===== src/rtl/scan_vagas_pkg.sv =====
// Shared types and helpers for the parking-slot scanner.
package scan_vagas_pkg;

  localparam int N_SLOTS = 4;
  localparam int SEL_W   = 2;
  localparam int CNT_W   = 3;

  typedef enum logic [1:0] {
    IDLE,
    SETTLE,
    SAMPLE
  } state_t;

  function automatic logic [CNT_W-1:0] popcount4(input logic [N_SLOTS-1:0] v);
    logic [CNT_W-1:0] sum;
    sum = '0;
    for (int i = 0; i < N_SLOTS; i++) begin
      sum = sum + CNT_W'(v[i]);
    end
    return sum;
  endfunction

endpackage


===== src/rtl/scan_vagas_if.sv =====
// Mux-side and display-side signals of the slot scanner.
interface scan_vagas_if;
  import scan_vagas_pkg::*;

  logic               en;
  logic               sens_w;
  logic [SEL_W-1:0]   sel;
  logic [N_SLOTS-1:0] occ;
  logic [CNT_W-1:0]   free_cnt;
  logic               full;
  logic               empty;
  logic               change;
  logic               scan_done;

  modport master (
    output en, sens_w,
    input  sel, occ, free_cnt, full, empty, change, scan_done
  );

  modport slave (
    input  en, sens_w,
    output sel, occ, free_cnt, full, empty, change, scan_done
  );

endinterface


===== src/rtl/vaga_debounce.sv =====
// One slot's debounced occupancy bit: flips after DEB_CNT consecutive disagreeing samples.
module vaga_debounce #(
  parameter int DEB_CNT = 3
) (
  input  logic clk,
  input  logic rst_n,
  input  logic sample_en,
  input  logic sens,
  output logic occ_bit,
  output logic flip
);

  localparam int DW = (DEB_CNT > 1) ? $clog2(DEB_CNT + 1) : 1;

  logic [DW-1:0] deb_q, deb_d, deb_inc;
  logic          occ_q, occ_d;

  always_comb begin
    // NOTE: every output of this block gets a default first, so no path leaves a latch.
    deb_d   = deb_q;
    occ_d   = occ_q;
    flip    = 1'b0;
    deb_inc = deb_q + 1'b1;
    if (sample_en) begin
      if (sens == occ_q) begin
        deb_d = '0;
      end else if (deb_inc == DW'(DEB_CNT)) begin
        occ_d = ~occ_q;
        deb_d = '0;
        flip  = 1'b1;
      end else begin
        deb_d = deb_inc;
      end
    end
  end

  // NOTE: non-blocking assignments so every flop samples pre-edge values; the
  // counter is reset too, since leftover history would bias the first decision.
  always_ff @(posedge clk or negedge rst_n) begin
    if (!rst_n) begin
      deb_q <= '0;
      occ_q <= 1'b0;
    end else begin
      deb_q <= deb_d;
      occ_q <= occ_d;
    end
  end

  assign occ_bit = occ_q;

endmodule


===== src/rtl/scan_vagas.sv =====
// Scans the 4:1 slot-sensor mux, debounces each slot and keeps free/full/empty status.
module scan_vagas
  import scan_vagas_pkg::*;
#(
  parameter int DWELL   = 4,
  parameter int DEB_CNT = 3
) (
  input  logic          clk,
  input  logic          rst_n,
  scan_vagas_if.slave   bus
);

  localparam int SCNT_W = (DWELL > 1) ? $clog2(DWELL) : 1;

  state_t             state_q, state_d;
  logic [SCNT_W-1:0]  scnt_q, scnt_d;
  logic [SEL_W-1:0]   sel_q, sel_d;
  logic [CNT_W-1:0]   free_cnt_q, free_cnt_d;
  logic               full_q, full_d;
  logic               empty_q, empty_d;
  logic               change_q, change_d;
  logic               scan_done_q, scan_done_d;

  logic [N_SLOTS-1:0] sample_en;
  logic [N_SLOTS-1:0] occ_now;
  logic [N_SLOTS-1:0] occ_nxt;
  logic [N_SLOTS-1:0] flip;

  always_comb begin
    sample_en = '0;
    if (state_q == SAMPLE) begin
      sample_en[sel_q] = 1'b1;
    end
  end

  for (genvar i = 0; i < N_SLOTS; i++) begin : g_slot
    vaga_debounce #(
      .DEB_CNT (DEB_CNT)
    ) u_deb (
      .clk       (clk),
      .rst_n     (rst_n),
      .sample_en (sample_en[i]),
      .sens      (bus.sens_w),
      .occ_bit   (occ_now[i]),
      .flip      (flip[i])
    );
  end

  // Status is derived from the post-edge occupancy so it lands together with occ.
  assign occ_nxt = occ_now ^ flip;

  always_comb begin
    state_d     = state_q;
    scnt_d      = scnt_q;
    sel_d       = sel_q;
    free_cnt_d  = CNT_W'(N_SLOTS) - popcount4(occ_nxt);
    full_d      = (free_cnt_d == '0);
    empty_d     = (free_cnt_d == CNT_W'(N_SLOTS));
    change_d    = |flip;
    scan_done_d = (state_q == SAMPLE) && (sel_q == SEL_W'(N_SLOTS - 1));

    case (state_q)
      IDLE: begin
        if (bus.en) begin
          state_d = SETTLE;
          scnt_d  = '0;
        end
      end
      SETTLE: begin
        // en is deliberately ignored here: a started slot always gets sampled.
        if (scnt_q == SCNT_W'(DWELL - 1)) begin
          state_d = SAMPLE;
        end else begin
          scnt_d = scnt_q + 1'b1;
        end
      end
      SAMPLE: begin
        sel_d   = sel_q + 1'b1;
        scnt_d  = '0;
        state_d = bus.en ? SETTLE : IDLE;
      end
      default: begin
        state_d = IDLE;
        scnt_d  = '0;
      end
    endcase
  end

  always_ff @(posedge clk or negedge rst_n) begin
    if (!rst_n) begin
      state_q     <= IDLE;
      scnt_q      <= '0;
      sel_q       <= '0;
      free_cnt_q  <= CNT_W'(N_SLOTS);
      full_q      <= 1'b0;
      empty_q     <= 1'b1;
      change_q    <= 1'b0;
      scan_done_q <= 1'b0;
    end else begin
      state_q     <= state_d;
      scnt_q      <= scnt_d;
      sel_q       <= sel_d;
      free_cnt_q  <= free_cnt_d;
      full_q      <= full_d;
      empty_q     <= empty_d;
      change_q    <= change_d;
      scan_done_q <= scan_done_d;
    end
  end

  assign bus.sel       = sel_q;
  assign bus.occ       = occ_now;
  assign bus.free_cnt  = free_cnt_q;
  assign bus.full      = full_q;
  assign bus.empty     = empty_q;
  assign bus.change    = change_q;
  assign bus.scan_done = scan_done_q;

endmodule


===== src/flat_wrapper.sv =====
// flat-port wrapper written by rule: the top's interface ports become plain ports
module scan_vagas_flat import scan_vagas_pkg::*;
#(
  parameter int DWELL   = 4,
  parameter int DEB_CNT = 3
)
  (clk, rst_n, bus_en, bus_sens_w, bus_sel, bus_occ, bus_free_cnt, bus_full, bus_empty, bus_change, bus_scan_done);
  scan_vagas_if bus_i ();
  input  logic clk;
  input  logic rst_n;
  input wire logic [$bits(bus_i.en)-1:0] bus_en;
  input wire logic [$bits(bus_i.sens_w)-1:0] bus_sens_w;
  output wire logic [$bits(bus_i.sel)-1:0] bus_sel;
  output wire logic [$bits(bus_i.occ)-1:0] bus_occ;
  output wire logic [$bits(bus_i.free_cnt)-1:0] bus_free_cnt;
  output wire logic [$bits(bus_i.full)-1:0] bus_full;
  output wire logic [$bits(bus_i.empty)-1:0] bus_empty;
  output wire logic [$bits(bus_i.change)-1:0] bus_change;
  output wire logic [$bits(bus_i.scan_done)-1:0] bus_scan_done;
  assign bus_i.en = bus_en;
  assign bus_i.sens_w = bus_sens_w;
  assign bus_sel = bus_i.sel;
  assign bus_occ = bus_i.occ;
  assign bus_free_cnt = bus_i.free_cnt;
  assign bus_full = bus_i.full;
  assign bus_empty = bus_i.empty;
  assign bus_change = bus_i.change;
  assign bus_scan_done = bus_i.scan_done;
  scan_vagas #(.DWELL(DWELL), .DEB_CNT(DEB_CNT)) u_core (.clk(clk), .rst_n(rst_n), .bus(bus_i));
endmodule

===== config.mk =====
export PLATFORM = sky130hd
export DESIGN_NAME = scan_vagas_flat
export DESIGN_NICKNAME = d
export VERILOG_FILES = /design/src/rtl/scan_vagas_pkg.sv /design/src/rtl/scan_vagas_if.sv /design/src/rtl/vaga_debounce.sv /design/src/rtl/scan_vagas.sv /design/src/flat_wrapper.sv
export SDC_FILE = /design/constraint.sdc
export NUM_CORES = 1
export LEC_CHECK = 0
export CELL_PAD_IN_SITES_DETAIL_PLACEMENT = 1
export CELL_PAD_IN_SITES_GLOBAL_PLACEMENT = 1
export CORE_ASPECT_RATIO = 2
export CORE_MARGIN = 10
export CORE_UTILIZATION = 39
export DETAILED_ROUTE_END_ITERATION = 6
export GPL_TIMING_DRIVEN = 0
export PLACE_DENSITY_LB_ADDON = 0.1
export SLEW_MARGIN = 20
export SYNTH_ARGS = -nofsm -noshare
export SYNTH_HDL_FRONTEND = slang
export SYNTH_SLANG_ARGS = --single-unit

===== constraint.sdc =====
create_clock -name clk -period 2.3 [get_ports clk]
set_clock_uncertainty 0.15 [all_clocks]
set_input_delay 0.23 -clock clk [delete_from_list [all_inputs] [get_ports clk]]
set_output_delay 0.23 -clock clk [all_outputs]
set_load 0.02 [all_outputs]

==> After elaboration in Yosys (flattened, before gate mapping) <==
Cells that the tools add are included.
{ "word_totals": {"register_bits": 25, "inputBits": 4, "output_inout_bits": 13, "elab_cells": 94} }
{ "classes": {"addsub": 10, "n_lt_le_gt_ge": 2, "n_eq_ne": 16, "mux": 30, "bitwise_logic": 9, "reduce_logical": 11} }
{ "ops": {"columns": ["cell", "n"], "rows": [
  ["2-bit two-way mux", 12],
  ["2-bit equality test (second input constant)", 7],
  ["1-bit two-way mux", 14],
  ["2-bit by 1-bit adder with 2-bit output (second input constant)", 6],
  ["3-bit AND reduction", 4],
  ["1-bit inverter", 8],
  ["3-bit by 1-bit adder with 3-bit output", 2],
  ["2-bit one-hot mux with 3 select lines", 1],
  ["1-bit equality test", 4],
  ["4-bit two-way mux", 1],
  ["2-bit != test (second input constant)", 2],
  ["2-bit one-hot mux with 2 select lines", 1],
  ["2-bit AND reduction", 2],
  ["4-bit OR reduction", 1],
  ["4-bit XOR", 1],
  ["3-bit equality test (second input constant)", 1],
  ["3-bit zero test", 1],
  ["2-bit by 3-bit less-than comparator with 1-bit output (second input constant)", 1],
  ["3-bit subtractor (first input constant)", 1],
  ["1-bit by 1-bit adder with 2-bit output", 1],
  ["1-bit demux with 2-bit select", 1],
  ["2-bit by 1-bit equality test with 1-bit output (second input constant)", 1],
  ["2-bit by 1-bit >= comparator with 1-bit output (second input constant)", 1],
  ["1-bit logical AND", 2],
  ["2 further kinds", 2]
]} }

==> Logic depth before layout (Yosys ltp) <==
Gate-level depths: netlist of the first run.
{ "depth": {"depth_word": 12, "depth_mapped": 11, "ltp_nobuf": 11} }

==> Modules after synthesis <==
From an unflattened synthesis of the first run, not the netlist that was laid out.
{ "hier_totals": {"hier_cells": 102, "hier_area_um2": 1193.6} }
{ "by_module_without_submodules": {"columns": ["module", "instances", "cells_per_inst", "area_each_um2", "seq_area_each_um2"], "rows": [
  ["scan_vagas", 1, 50, 623.1, 327.8],
  ["vaga_debounce", 4, 13, 142.6, 75.1]
]} }

==> Worst setup path after synthesis of the first run <==
No wires, ideal clock.
{ "synth_timing": {"path_type": "register -> register", "startpoint": "reg u_core.sel_q[0], in the netlist u_core.bus.sel[0]", "endpoint": "reg u_core.empty_q, in the netlist u_core.bus.empty", "setup_ps": 84, "arrival_ps": 2376, "required_time_ps": 2066, "path_slack_ps": -310, "path_stages_with_launch": 12, "path_buffers": 0, "synth_period_minus_slack_ps": 2610, "path_cell_list": "dfrtp_1 inv_1 ha_1 nand3b_1 nor4b_2 xor2_1 ha_1 ha_1 inv_1 ha_1 xor2_1 nor3b_1"} }
{ "synth_via": {"elab_chain_cells": 12, "elab_cells_between_ends": 16, "classes_between": "4 x add/sub; 2 x order compare; 1 x eq/ne; 7 x mux; 1 x bitwise; 1 x reduce/logical"} }
{ "synth_rtl": {"columns": ["item", "line_no", "rtl"], "rows": [
  ["start: declaration", "scan_vagas.sv:17", "logic [SEL_W-1:0] sel_q, sel_d;"],
  ["start signal: assignment", "scan_vagas.sv:102", "sel_q <= sel_d;"],
  ["2-bit by 3-bit less-than comparator with 1-bit output (implied by the code) or 2-bit by 1-bit >= comparator with 1-bit output (tied branches)", "scan_vagas.sv:32", "sample_en[sel_q] = 1'b1;"],
  ["1-bit logical AND (implied by the code)", "scan_vagas.sv:32", null],
  ["1-bit two-way mux (implied by the code)", "scan_vagas.sv:32", null],
  ["1-bit demux with 2-bit select (*)", null, null],
  ["4-bit two-way mux (*)", "scan_vagas.sv:31", "if (state_q == SAMPLE) begin"],
  ["1-bit two-way mux", "vaga_debounce.sv:24", "if (sample_en) begin"],
  ["4-bit XOR (*)", "scan_vagas.sv:50", "assign occ_nxt = occ_now ^ flip;"],
  ["1-bit by 1-bit adder with 2-bit output", "scan_vagas_pkg.sv:18", "sum = sum + CNT_W'(v[i]);"],
  ["3-bit by 1-bit adder with 3-bit output", "scan_vagas_pkg.sv:18", null],
  ["3-bit by 1-bit adder with 3-bit output (*)", "scan_vagas_pkg.sv:18", null],
  ["3-bit subtractor (*)", "scan_vagas.sv:56", "free_cnt_d = CNT_W'(N_SLOTS) - popcount4(occ_nxt);"],
  ["named net u_core.free_cnt_d[2]", "scan_vagas.sv:18", "logic [CNT_W-1:0] free_cnt_q, free_cnt_d;"],
  ["3-bit equality test (*)", "scan_vagas.sv:58", "empty_d = (free_cnt_d == CNT_W'(N_SLOTS));"],
  ["named net u_core.empty_d", "scan_vagas.sv:20", "logic empty_q, empty_d;"],
  ["end signal: assignment", "scan_vagas.sv:105", "empty_q <= empty_d;"],
  ["end: declaration", "scan_vagas.sv:20", null]
]} }
Mark *: on every way through the listed nets, which the timed path passes. The rest lies on a longest branch.
A chain may end at the register's enable or synchronous reset.

==> Final worst setup path of the first run <==
{ "layout_timing": {"startpoint": "reg u_core.sel_q[1], in the netlist u_core.bus.sel[1]", "endpoint": "reg u_core.empty_q, in the netlist u_core.bus.empty"} }
Same word-level chain as after synthesis.

==> results of run 1 <==
[flip-flops by register name (all words and copies together), names as in the netlist, 2 cells and up]
signal                       cells
u_core.bus.free_cnt              3
u_core.bus.sel                   2
u_core.g_slot.u_deb.deb_q        8
u_core.g_slot.u_deb.occ_bit      4
u_core.scnt_q                    2
u_core.state_q                   2
[per-layer routing]
layer,vias up,wire [um],share of wire [%]
met5,-,0,0
met4,0,44,1.6
met3,4,113,4.1
met2,16,1640,59
met1,448,980,35
li1,421,-,-
[worst max-delay path by stage]
stage / from / endpoint / slack [ps] / depth (start not counted)
6_report: u_core.bus.sel[1] / u_core.bus.empty / -220 / 11
5_1_grt: u_core.bus.sel[1] / u_core.bus.empty / -390 / 11
4_1_cts: u_core.bus.sel[1] / u_core.bus.empty / -260 / 11
3_5_place_dp: u_core.bus.sel[0] / u_core.bus.empty / -370 / 11
3_3_place_gp: u_core.bus.sel[0] / u_core.bus.empty / -320 / 11
2_1_floorplan: u_core.bus.sel[0] / u_core.bus.empty / -200 / 11
[critical path: stages (launching register included)]
cell and delay, ps:
sky130_fd_sc_hd__dfrtp_2 420, sky130_fd_sc_hd__buf_4 130, sky130_fd_sc_hd__ha_2 150, sky130_fd_sc_hd__nand3b_1 130, sky130_fd_sc_hd__nor4b_4 280, sky130_fd_sc_hd__xor2_1 190
sky130_fd_sc_hd__ha_2 300, sky130_fd_sc_hd__inv_2 70, sky130_fd_sc_hd__ha_4 140, sky130_fd_sc_hd__ha_4 150, sky130_fd_sc_hd__xor2_4 160, sky130_fd_sc_hd__nor3b_2 190
[kinds of logic after synthesis]
| family | count (synthesis) | share of synthesized area, % |
|---|---|---|
| multiplexers | 6 | 5.18 |
| buffers and inverters | 13 | 6.04 |
| AO/OA/AOI/OAI | 7 | 3.83 |
| XOR/XNOR | 15 | 11.8 |
| adder cells (fa/ha/maj) | 10 | 9.59 |
| flip-flops | 25 | 48.1 |
| AND/OR/NAND/NOR | 23 | 15.4 |
[report_power, final]
| part | switching [uW] | internal, uW |
|---|---|---|
| clock network | 138 | 124 |
| registers | 118 | 565 |
| logic | 284 | 404 |
| total | 540 | 1090 |
[cell usage after synthesis]
cell type / n
sky130_fd_sc_hd__a21oi_1: 2
sky130_fd_sc_hd__a22o_1: 4
sky130_fd_sc_hd__and2_1: 1
sky130_fd_sc_hd__buf_4: 6
sky130_fd_sc_hd__buf_6: 1
sky130_fd_sc_hd__dfrtp_1: 23
sky130_fd_sc_hd__dfstp_2: 2
sky130_fd_sc_hd__ha_1: 10
sky130_fd_sc_hd__inv_1: 6
sky130_fd_sc_hd__mux2_2: 6
sky130_fd_sc_hd__nand2b_1: 1
sky130_fd_sc_hd__nand3b_1: 5
sky130_fd_sc_hd__nor2_1: 3
sky130_fd_sc_hd__nor2b_1: 1
sky130_fd_sc_hd__nor3_1: 5
sky130_fd_sc_hd__nor3b_1: 2
sky130_fd_sc_hd__nor4b_2: 1
sky130_fd_sc_hd__nor4b_4: 3
sky130_fd_sc_hd__o21ai_0: 1
sky130_fd_sc_hd__or4_1: 1
sky130_fd_sc_hd__xnor2_1: 3
sky130_fd_sc_hd__xnor2_2: 3
sky130_fd_sc_hd__xor2_1: 9
[timing repair]
action	4_1_cts	5_1_grt
buffers inserted	21	4
hold buffers	1	0
pin swaps	13	9
endpoints found under the hold margin	23	0
resized for setup	13	7
setup endpoints to repair	4	7
[per-stage QoR]
| stage | hold slack, ps | cell area (sq um) | total power (uW) | utilization, % | setup TNS (ps) |
|---|---|---|---|---|---|
| 3_5_place_dp | 113 | 1540 | 1220 | 48.3 | -925 |
| 3_3_place_gp | 366 | 1550 | 1190 | 48.5 | -743 |
| 4_1_cts | 353 | 1810 | 1590 | 56.8 | -669 |
| 5_1_grt | 377 | 1880 | 1760 | 58.9 | -1410 |
| 6_report | 342 | 1880 | 1630 | 58.9 | -762 |
| 2_1_floorplan | -216 | 1360 | 1040 | - | -415 |
[cell type report]
type	count	area (sq um)	area share [%]
plain buffers	7	60.1	3.20
inverters	6	25.0	1.33
clock buffers	4	45.0	2.40
multi-input cells	61	718	38.2
well taps	31	38.8	2.06
flip-flops and latches	25	631	33.6
repair buffers	41	362	19.2
[cell usage in the layout, fill, tap and decap left out, types with 4 or more instances in the layout]
cell type | synthesis | layout
sky130_fd_sc_hd__a22o_1 | 4 | 4
sky130_fd_sc_hd__buf_4 | 6 | 25
sky130_fd_sc_hd__buf_6 | 1 | 7
sky130_fd_sc_hd__clkdlybuf4s50_1 | 0 | 14
sky130_fd_sc_hd__dfrtp_1 | 23 | 21
sky130_fd_sc_hd__ha_2 | 0 | 4
sky130_fd_sc_hd__ha_4 | 0 | 5
sky130_fd_sc_hd__inv_2 | 0 | 4
sky130_fd_sc_hd__mux2_2 | 6 | 5
sky130_fd_sc_hd__nand3b_1 | 5 | 5
sky130_fd_sc_hd__nor3_1 | 5 | 4
sky130_fd_sc_hd__nor4b_4 | 3 | 4
sky130_fd_sc_hd__xor2_1 | 9 | 8
==> out/results.md, run 1 <==
| Quantity | Reported |
|---|---|
| Result of the run | finished, violations left |
| Violations in the final reports | negative setup slack |
| Total overflow reported by the global router | 0 |
| Worst R2R Path Depth | 11 |
| Most Crowded Layer GR | met2 |
| DIE AREA | 0.00620 sq mm |
| Final-report max-slew violation count | 0 |
| Leakage component of the power | 0.000874 uW |
| Number of buffers created by CTS | 3 |
| Die Ht | 102 um |
| Global routing met1 resource utilization | 9.73% |
| R2r endpoint | u_core.bus.empty |
| Layout cells sized above 1 | 48.6% |
| Type of element capturing the critical path | flop |
| Cell Count Post-Placement | 145 |
| Die width | 60.9 um |
| I/O pins | 17 |
| Number of antenna violations at the first check in global routing | 0 |
| Leading area contributor after synthesis | sky130_fd_sc_hd__dfrtp_1 |
| Worst VDD drop | 0.000504 V |
| Sum of routed wire length over all layers | 2780 um |
| Min Tclk post-route | 2520 ps |
| WL/cell | 15.9 um |
| Synthesis-stage register bit count | 25 |
| Wire length of the first global-routing pass | 4570 um |
| Relative max-transition margin | 61.9% |
| Critical path start-end classification | reg2reg |
| Number of inserted filler cells in the final layout | 310 |
| Post-layout worst setup margin | -224 ps |
| Drt first-iter violations | 8 |
| Number of iterations in the first detailed-routing pass | 2 |
| Placement row count | 29 |
| Count of final setup violators | 5 |
| Combined area of all synthesized cells | 0.00131 sq mm |
| Total vias in the final route | 889 |
| Worst EP arrival | 2570 ps |
| Post-Layout Cell Count | 175 |
| Worst setup slack for register-to-register paths | -220 ps |
| Via-to-Cell Ratio | 5.08 |
| Clock Tree Root | sky130_fd_sc_hd__clkbuf_8 |
| Power per unit of standard cell area | 869 mW/mm^2 |
| Count of antenna diodes in the layout | 0 |
| FMAX | 396 MHz |
| Vias in the first global route | 1003 |
| Final Hold Vio Count | 0 |
| Clk slew on worst S/H paths | 90 ps |
| Maximum number of pins on one net before global-route repair | 26 |
| Share of the yosys chip area belonging to registers | 48.1% |
| Global Route met3 Usage | 1.38% |
| Final #Nets | 159 |
| Leading cell types by total area after synthesis | sky130_fd_sc_hd__dfrtp_1 (44%), sky130_fd_sc_hd__ha_1 (9.6%), sky130_fd_sc_hd__xor2_1 (6.0%), sky130_fd_sc_hd__nor4b_4 (5.5%), sky130_fd_sc_hd__mux2_2 (5.2%) |
| Area overhead of the layout relative to synthesis | 44.0% |
| Crit path required time | 2350 ps |
| Detailed-route DRC error count | 0 |
| Synthesized netlist cell count | 99 |
| Path type of the worst min-delay path | in2async |
| Number of port buffers | 15 |
| Routed Antenna Nets | 0 |
| Startpoint of the worst register-to-register path | u_core.bus.sel[1] |
| Distinct cell type count after synthesis | 23 |
| Maxcap violations | 0 |
| Clock buffer depth | 2 |
| Largest fanout on the critical path | 4 |
| Startpoint class of the critical path | flop |
| Synthesized netlist net count | 113 |
| Initial core utilization | 40.9% |
| Worst-margin pin slew | 571 ps |
| Pre-CTS WS | -371 ps |
| Clock tree from TritonCTS | done |
| RSZ-0062 raised after global routing | yes |
| Placeable core region | 0.00319 sq mm |
| Level count of the clock H-tree | 1 |
| HPWL after DPL | 1880 um |
| Ys Warns | 0 |
| Average size of a mapped cell | 13.2 sq um |
| Share of the synthesized area in the top cell type | 44.1% |
| Sinks on the clock net | 25 |
| Met2 capacity usage during global routing | 17.9% |
| Aggregate global-route resource usage | 9.48% |
| Post-route fraction of the period consumed by the critical path | 110% |
| Final estimated routing congestion in global placement | 0.718 |
| Later-pin clock latency in the skew report | 270 ps |
Power figures use the tool's default switching activity.
==> run 2, diff against run 1 <==
HOLD_SLACK_MARGIN = 0.02   (was not set)
==> results of run 2 <==
Same layout as run 1: the final DEF is identical, and so are final timing and power.
==> run 3, diff against run 2 <==
CORE_UTILIZATION = 44   (was 39)
clock period = 2.7 ns   (was 2.3 ns; I/O delays follow)
==> out/results.md, run 3 (synthesis gave the netlist of run 1 again) <==
| Quantity | Reported |
|---|---|
| Result of the run | completed |
| Maximum number of pins on one net before global-route repair | 26 |
| Number of port buffers | 15 |
| Area overhead of the layout relative to synthesis | 29.0% |
| Slowest stage cell on the critical path | sky130_fd_sc_hd__dfrtp_1 |
| Layout Cell Area excl Fill | 0.00168 sq mm |
| Placeable core region | 0.00280 sq mm |
| Number of buffers created by CTS | 3 |
| Worst R2R Path Depth | 10 |
| Clock Tree Root | sky130_fd_sc_hd__clkbuf_8 |
| Path type of the worst min-delay path | in2async |
| Critical path start-end classification | reg2reg |
| Worst-margin pin slew | 551 ps |
| Switching power as a share of total power | 32.8% |
| Clock network power share | 17.3% |
| PnR Total Power | 1280 uW |
| Critical-path cell list | buf_4 -> nand3b_1 -> nor4b_4 -> xor2_1 -> ha_2 -> inv_1 -> ha_2 -> ha_4 -> xor2_4 -> nor3b_2 |
| Vias in the first global route | 925 |
| Leakage component of the power | 0.000807 uW |
| Total vias in the final route | 840 |
| WL/cell | 16.0 um |
| Number of inserted filler cells in the final layout | 289 |
| Startpoint class of the critical path | flop |
| Worst VDD drop | 0.000535 V |
| HPWL after DPL | 1890 um |
| Leading cell types in the layout, fill and taps excluded | sky130_fd_sc_hd__dfrtp_1 (22), sky130_fd_sc_hd__buf_4 (18), sky130_fd_sc_hd__clkdlybuf4s50_1 (14) |
| Post-layout worst setup margin | 152 ps |
| Combinational Power Share | 37.7% |
| Sum of routed wire length over all layers | 2570 um |
| Detailed-route DRC error count | 0 |
| Biggest register | u_core.g_slot.u_deb.deb_q |
| Most frequent standard cell in the layout excluding fill and tap cells | sky130_fd_sc_hd__dfrtp_1 |
| Die Ht | 97.0 um |
| FMAX | 392 MHz |
| Worst setup slack for register-to-register paths | 150 ps |
| Number of antenna violations at the first check in global routing | 0 |
| Final Hold Vio Count | 0 |
| Later-pin clock latency in the skew report | 260 ps |
| Layout cells sized above 1 | 35.1% |
| Max FFs per register | 8 |
| Drt first-iter violations | 0 |
| Routed Antenna Nets | 0 |
| Clock tree from TritonCTS | done |
| Largest fanout on the critical path | 10 |
| Core Util, Final | 60.0% |
| Worst hold-check slack | 371 ps |
| Pre-CTS WS | -151 ps |
| Combined buffer and inverter count along the critical path | 2 |
| Type of element capturing the critical path | flop |
| Total overflow reported by the global router | 0 |
| Worst EP arrival | 2590 ps |
| Final estimated routing congestion in global placement | 0.661 |
| Crit path required time | 2750 ps |
| Power per unit of standard cell area | 760 mW/mm^2 |
| Final-report max-slew violation count | 0 |
| Wire length of the first global-routing pass | 4130 um |
| Via-to-Cell Ratio | 5.25 |
| Post-route fraction of the period consumed by the critical path | 94.4% |
| Placement-stage cell area | 0.00149 sq mm |
| Startpoint of the worst register-to-register path | u_core.state_q[0] |
| Die width | 58.5 um |
| Count of antenna diodes in the layout | 0 |
| Aggregate global-route resource usage | 8.97% |
| Final #Nets | 146 |
| Sinks on the clock net | 25 |
| Min Tclk post-route | 2550 ps |
| DIE AREA | 0.00568 sq mm |
| Design internal power | 860 uW |
| R2r endpoint | u_core.bus.empty |
| Clk slew on worst S/H paths | 90 ps |
| Most used cell along the critical path | sky130_fd_sc_hd__ha_2 |
| Sequential fraction of design power | 45.0% |
| Delay of the slowest cell on the worst path | 390 ps |
| I/O pins | 17 |
| Placement row count | 27 |
| Initial core utilization | 46.5% |
| Level count of the clock H-tree | 1 |
| Maxcap violations | 0 |
| Relative max-transition margin | 63.2% |
| Net switching power | 419 uW |
| Number of iterations in the first detailed-routing pass | 1 |
| Count of final setup violators | 0 |
| Worst path top cell family by delay | simple AND/OR/NAND/NOR gates |
| Clock buffer depth | 2 |
| RSZ-0062 raised after global routing | no |
[run 3: cell types whose count changed in the layout (fill, tap and decap cells not counted), sizes merged]
cell | previous run | this run
buf | 33 | 20
[run 3: power by group through the flow]
stage	combinational [uW]	sequential, uW	clock, uW
2_1_floorplan	263	597	0
3_3_place_gp	406	572	0
3_5_place_dp	428	581	0
4_1_cts	443	577	225
5_1_grt	541	589	242
6_report	482	575	221
[run 3: what timing repair did]
item	CTS	global route
setup endpoints to repair	2	2
gates resized for setup	3	8
hold endpoints to repair	0	23
pin swaps	4	9
hold buffers	0	1
buffers inserted	7	5
[run 3: cell type report]
cell class                 instances  area [sq um]  area share (%)
buffer                             7          56.3            3.35
clock buffer                       4          45.0            2.68
inverter                           6          22.5            1.34
multi-input combinational         61           648            38.5
sequential                        25           629            37.4
tap                               29          36.3            2.16
timing repair buffer              28           245            14.6
[run 3: worst max path at each step]
stage | from | to | slack [ps] | depth (start not counted)
floorplan | u_core.bus.sel[0] | u_core.bus.empty | 90 | 11
global placement | u_core.bus.sel[0] | u_core.bus.empty | -70 | 11
detailed placement | u_core.bus.sel[0] | u_core.bus.empty | -150 | 11
CTS | u_core.bus.sel[0] | u_core.bus.empty | 3 | 10
global route | u_core.bus.sel[1] | u_core.bus.empty | 4 | 11
finish | u_core.state_q[0] | u_core.bus.empty | 150 | 10
[run 3: worst reg2reg max path: stages (launching register included)]
cell	delay, ps
sky130_fd_sc_hd__dfrtp_1	390
sky130_fd_sc_hd__buf_4	170
sky130_fd_sc_hd__nand3b_1	240
sky130_fd_sc_hd__nor4b_4	300
sky130_fd_sc_hd__xor2_1	190
sky130_fd_sc_hd__ha_2	290
sky130_fd_sc_hd__inv_1	60
sky130_fd_sc_hd__ha_2	190
sky130_fd_sc_hd__ha_4	160
sky130_fd_sc_hd__xor2_4	170
sky130_fd_sc_hd__nor3b_2	190
[run 3: stage by stage]
| stage | std cells | TNS (ps) |
|---|---|---|
| after floorplan | 99 | 0 |
| after detailed placement | 143 | -192 |
| after global placement | 143 | -73.0 |
| after global routing | 160 | 0 |
| final | 160 | 0 |
| after CTS | 154 | 0 |
[run 3: routing by layer]
| metal | GRT usage [%] | vias to the layer above | part of all wire, % |
|---|---|---|---|
| met2 | 16.7 | 21 | 57 |
| met3 | 2.88 | 5 | 5.5 |
| met1 | 8.15 | 418 | 36 |
| met4 | 3.80 | 0 | 1.5 |
| met5 | 0 | - | 0 |
| li1 | - | 396 | - |
